===== config.mk =====
export PLATFORM = sky130hd
export DESIGN_NAME = sat_counter
export DESIGN_NICKNAME = d
export VERILOG_FILES = /design/src/rtl/sat_counter.sv
export SDC_FILE = /design/constraint.sdc
export NUM_CORES = 1
export LEC_CHECK = 0
export ABC_AREA = 1
export ABC_CLOCK_PERIOD_IN_PS = 2200
export CORE_ASPECT_RATIO = 1.1
export CORE_UTILIZATION = 40
export DETAILED_ROUTE_END_ITERATION = 16
export GPL_ROUTABILITY_DRIVEN = 0
export PLACE_DENSITY = 0.72
export SETUP_SLACK_MARGIN = 0.4
export SYNTH_ARGS = -nofsm -noshare
export SYNTH_HDL_FRONTEND = slang
export SYNTH_SLANG_ARGS = --single-unit

===== constraint.sdc =====
create_clock -name clk -period 2.2 [get_ports clk]
set_clock_uncertainty 0.2 [all_clocks]
set_input_delay 0.44 -clock clk [delete_from_list [all_inputs] [get_ports clk]]
set_output_delay 0.44 -clock clk [all_outputs]
set_load 0.05 [all_outputs]

===== src/rtl/sat_counter.sv =====
// Saturating up-counter with synchronous clear that has priority over increment.
module sat_counter #(
  parameter int unsigned W = 16
) (
  input  logic         clk,
  input  logic         reset,
  input  logic         clr,
  input  logic         inc,
  output logic [W-1:0] q
);

  localparam logic [W-1:0] MAX = '1;

  // Clear first, then increment unless already at the ceiling.
  always_ff @(posedge clk or posedge reset) begin
    if (reset) begin
      q <= '0;
    end else if (clr) begin
      q <= '0;
    end else if (inc && (q != MAX)) begin
      q <= q + W'(1);
    end
  end

endmodule


==> results.cfg, run 1 <==
[pwr]
power_frac_comb_pct = 11.8
share_seq_of_total_power_pct = 53.2
switch_share_pct = 25.6
max_rail_drop_vdd_uv = 324
pwr-share-clk_pct = 35.0
totalPowerFinal_mw = 0.568
leakage_nw = 0.741
power.density_nw_per_um2 = 395
power.net_switching_mw = 0.145
cellInternalPower_mw = 0.423

[global_routing]
pin_count_of_the_biggest_net_entering_global_routing = 17
grt_overflow = 0
grt_util_all_layers_pct = 21.1
grt_pass1_vias = 1052
first_pass_grt_wire_length_um = 4620
grt_antenna_before_repair = 0

[layout]
reg_top3 = q: 16 flops
largest_register_ffs = 16
n_diodes = 0
syn_to_final_growth_pct = 32.7
drive_gt1_share_pct = 29.5
registers.top_by_ff_count = q
fillers = 245
final_cell_area_um2 = 1440
final_nets = 196

[synth]
synthesis.area_um2 = 1080
synthAdderAreaFrac_pct = 1.15
post_synth_mux_area_share_pct = 0
synth_seq_cells = 16
synth_warnings = 0
post_syn_instances = 159
parity_gate_share_of_the_synthesized_area_counting_xor_and_xnor_cells_pct = 3.23
synthesis.area_per_instance_um2 = 6.81
yosys.area_share.simple_pct = 49.2
synth.lib_cells_used.distinct = 24
mapped_nets = 164
synth_compound_gate_area_share_pct = 1.39
synth_sequential_area_ratio_pct = 37.0
synth_top_family_by_area = simple AND/OR/NAND/NOR gates

[floorplanning]
die_height_um = 56.6
die_area_um2 = 2920
fp-row-count = 19
die_x_um = 51.6
top_level_ports = 20
placeableCoreArea_um2 = 2540
initial_core_util_pct = 42.6

[timing]
setup_violations = 0
drv_slew = 0
timing.final.crit_share_pct = 79.0
slew_headroom_pct = 58.4
worstMarginPinSlew_ps = 623
postLayoutSetupSlackWorst_ps = 461
holdWs_ps = 314
rsz0062_at_grt = true
final-hold-violation-count = 0
finalSetupTns_ps = 0
max_freq_mhz = 575
final_period_minus_worst_setup_slack_ps = 1740

[cts]
cts_tree = yes
clk_pin_slew_ps = 100
tritoncts_num_sinks = 16
clockRootBuffer = clkbuf_4
clockBufferDepth = 2
cts_buffers = 3
clk_latency_ps = 290
h-tree-depth = 1
cts-hold-fix-buffers = 0

[setup_path]
arrival_ps = 1100
rrSetupSlack_ps = 460
cp-start-kind = flop
criticalPathCategory = reg -> out
crit_buf_inv = 1
ff2ff_path_depth = 10
regToRegEndpoint = q[13]
end_kind = output pin
path_delay_family = flip-flops
required_ps = 1560
worst_path_max_delay_cell = dfrtp_2
crit_path_cell_trace = clkdlybuf4s15_2
crit_path_max_incr_delay_ps = 430
crit_path_max_fanout = 5
reg2reg_from = q[1]

[placed_design]
io_buffers = 19
area_post_placement_um2 = 1310
place_hpwl_um = 1900
placement.setup.worst_slack_ps = 255

[routing]
post_drt_via_cell_ratio = 5.07
drcViolationCount = 0
drt_first_pass_iters = 5
antenna_violating_nets_remaining = 0
routed_wl_um = 2770
wl_per_cell_um = 12.5
drt_first_iter_violations = 31
vias = 1121

[min_path]
worst_min_delay_path_category = in -> async

[status]
outcome = finished clean

[flow_run]
max_cap_violations = 0
-- area by class of cell --
cell class | count | area (µm²) | share of cell area [%]
Clock buffer | 4 | 36.3 | 2.52
Inverter | 18 | 67.6 | 4.70
Multi-Input combinational cell | 122 | 621 | 43.2
Sequential cell | 16 | 418 | 29.1
Tap cell | 31 | 38.8 | 2.70
Timing Repair Buffer | 30 | 256 | 17.8
-- what timing repair did --
action / in CTS / in global routing
pin swaps: 1 / 4
setup endpoints to repair: 20 / 16
resized for setup: 17 / 6
gates cloned: 0 / 0
buffers inserted: 2 / 8
-- power groups by stage --
stage	Sequential [mW]	Clock, mW	Combinational, mW
after floorplan	0.319	0	0.0277
after global placement	0.309	0	0.0563
after detailed placement	0.309	0	0.0571
after CTS	0.303	0.204	0.0600
after global routing	0.303	0.217	0.0738
final	0.302	0.199	0.0669
-- cells by family after synthesis --
kind of cell	Yosys count
AO/OA/AOI/OAI	3
XOR/XNOR	4
adder cells (fa/ha/maj)	1
buffers and inverters	21
flip-flops	16
AND/OR/NAND/NOR	114
-- how the worst max path moves through the flow --
stage                 end  slack [ps]  start  cells past startpoint
finish               q[9]         460   q[9]                      1
global route        q[13]         350  q[15]                      9
CTS                 q[10]         330  q[10]                      1
detailed placement   q[9]         250    clr                      5
global placement     q[9]         320    clr                      5
floorplan           q[12]         350   q[0]                     10
-- Yosys cell counts, drive strengths merged --
library cell  count  area (µm²)
nor3              1        5.00
nand3            12        60.1
nand2            66         258
inv              17        63.8
o21ai             2        10.0
nand3b            2        15.0
dfrtp            16         400
xor2              2        17.5
nand4            11        68.8
nor2             22         126
clkinv            1        3.75
a21oi             1        5.00
buf               3        20.0
ha                1        12.5
xnor2             2        17.5
-- cells in the final DEF, fill, tap and decap left out --
cell type and count:
nand4_1 11, xor2_1 2, clkbuf_4 3, buf_6 2, nand3_1 12, dfrtp_1 2
nand2_4 2, a21oi_1 1, clkbuf_2 1, ha_4 1, nand2_1 63, clkbuf_8 1
xnor2_1 2, clkdlybuf4s50_1 3, nand2_2 1, nor2_4 4, o21ai_0 1, nand3b_1 2
clkinv_1 1, dfrtp_2 14, inv_1 16, buf_4 19, nor2_1 16, nor2_8 1
inv_2 1, nor2_2 1, clkdlybuf4s15_2 5, o21ai_1 1, nor3_1 1
-- through the flow --
step | util [%] | std cells
CTS | 53.7 | 213
detailed placement | 51.5 | 207
global route | 56.5 | 221
finish | 56.5 | 221
floorplan | - | 159
global placement | 51.5 | 207
-- metal layers --
metal | track usage (%) | routed length (µm)
met2 | 34.5 | 1360
met1 | 27.5 | 1240
met5 | 0 | 0
met4 | 8.88 | 42
met3 | 2.44 | 126
No activity file was read; power rests on OpenSTA's default activity.
==> inputs of run 2 (changes only) <==
--- a/config.mk
+++ b/config.mk
@@ -6,12 +6,12 @@
 export NUM_CORES = 1
 export LEC_CHECK = 0
 export ABC_AREA = 1
-export ABC_CLOCK_PERIOD_IN_PS = 2200
+export ABC_CLOCK_PERIOD_IN_PS = 1400
 export CORE_ASPECT_RATIO = 1.1
 export CORE_UTILIZATION = 40
 export DETAILED_ROUTE_END_ITERATION = 16
 export GPL_ROUTABILITY_DRIVEN = 0
-export PLACE_DENSITY = 0.72
+export PLACE_DENSITY = 0.74
 export SETUP_SLACK_MARGIN = 0.4
 export SYNTH_ARGS = -nofsm -noshare
 export SYNTH_HDL_FRONTEND = slang
==> constraint.sdc (replaced) <==
create_clock -name clk -period 1.4 [get_ports clk]
set_clock_uncertainty 0.2 [all_clocks]
set_input_delay 0.28 -clock clk [delete_from_list [all_inputs] [get_ports clk]]
set_output_delay 0.28 -clock clk [all_outputs]
set_load 0.05 [all_outputs]
==> run 2 against run 1 <==
Compared with the run above:
- the run now ends with setup timing left
- utilization is 25 points higher
- hold slack got worse by 230 ps
- worst setup slack worse by 700 ps
- via count grew 24%
- total power increased by 68%
==> results.cfg, run 2 (synthesized netlist as in run 1, its figures left out) <==
[timing]
setup_violations = 32
final_period_minus_worst_setup_slack_ps = 1640
finalSetupTns_ps = -4890
slew_headroom_pct = 82.8
max_freq_mhz = 611
final-hold-violation-count = 0
timing.final.crit_share_pct = 117
drv_slew = 0
postLayoutSetupSlackWorst_ps = -236
holdWs_ps = 87.6
rsz0062_at_grt = true
worstMarginPinSlew_ps = 257

[pwr]
leakage_nw = 1.07
power.density_nw_per_um2 = 457
totalPowerFinal_mw = 0.951
max_rail_drop_vdd_uv = 587

[routing]
post_drt_via_cell_ratio = 5.17
routed_wl_um = 3730
drt_first_pass_iters = 4
antenna_violating_nets_remaining = 0
drcViolationCount = 0
wl_per_cell_um = 13.9
vias = 1392
drt_first_iter_violations = 30

[layout]
layout.cells.non_filler = 269
final_cell_area_um2 = 2080
drive_gt1_share_pct = 49.6
final_nets = 244
registers.top_by_ff_count = q
final_cell_mix = nand2_1, buf_4, buf_6
syn_to_final_growth_pct = 92.0
largest_register_ffs = 16
commonest_non_fill_non_tap_cell_in_the_layout = nand2_1
reg_top3 = q: 16 flops
n_diodes = 0
finalCoreUtilization_pct = 81.8

[global_routing]
grt_antenna_before_repair = 0
grt_util_all_layers_pct = 29.4
first_pass_grt_wire_length_um = 6380
pin_count_of_the_biggest_net_entering_global_routing = 17
grt_pass1_vias = 1403
grt_overflow = 0

[setup_path]
regToRegEndpoint = q[4]
crit_path_max_fanout = 8
endpoint = q[4]
end_kind = flop
reg2reg_from = q[0]
ff2ff_path_depth = 10
rrSetupSlack_ps = -240
arrival_ps = 1640
worst_setup_path_startpoint = q[0]
cp-start-kind = flop
criticalPathCategory = reg -> reg
required_ps = 1400

[cts]
cts_buffers = 3
cts-hold-fix-buffers = 0
clockRootBuffer = clkbuf_4
h-tree-depth = 1
clockBufferDepth = 2
cts_tree = yes
clk_latency_ps = 300
tritoncts_num_sinks = 16
clk_pin_slew_ps = 100

[placed_design]
area_post_placement_um2 = 1800
dp_cells = 247
place_hpwl_um = 2460
placement.setup.worst_slack_ps = -321
io_buffers = 19

[floorplanning]
initial_core_util_pct = 42.6
placeableCoreArea_um2 = 2540
die_area_um2 = 2920
die_x_um = 51.6
die_height_um = 56.6
fp-row-count = 19
top_level_ports = 20

[min_path]
worst_min_delay_path_category = in -> async

[flow_run]
max_cap_violations = 0

[status]
violations = setup timing
outcome = finished, violations left
-- run 2: critical path, cell delays in order, from the launching register on --
cell     delay [ps]
dfrtp_2         440
ha_4            170
nand2_4          90
nor2_8           40
nand2_4          70
nor2_4           40
nor2_4          150
nor2_4           50
buf_6           140
nand2_2          70
nand2_2          50
-- run 2: how the worst min path moves through the flow --
stage	start	end	slack, ps	cells after the start
after floorplan	reset	q[0]	-6	1
after global placement	reset	q[4]	400	3
after detailed placement	reset	q[4]	410	3
after CTS	reset	q[1]	90	3
after global routing	reset	q[2]	110	3
final	reset	q[9]	90	3
-- run 2: metal layers --
layer  track usage (%)  wire length (µm)  vias to the layer above
li1                  -                 -                      657
met1              35.4              1400                      655
met2              51.4              1980                       67
met3              4.61               238                       13
met4              10.8               108                        0
met5                 0                 0                        -
-- run 2: timing repair --
item / 4_1_cts / 5_1_grt
resized for setup: 27 / 6
endpoints found under the setup margin: 32 / 32
pin swaps: 5 / 7
hold endpoints to repair: 0 / 0
setup buffers: 14 / 4
gates cloned: 0 / 0
-- run 2: layout make-up --
class	instances	area, µm²
Timing Repair Buffer	78	861
Multi-Input combinational cell	122	657
Fill cell	140	463
Sequential cell	16	420
Inverter	18	67.6
Tap cell	31	38.8
Clock buffer	4	36.3
-- run 2: where the power goes --
part	internal, mW	switching [mW]
logic	0.0711	0.0827
clock network	0.159	0.165
registers	0.467	0.00628
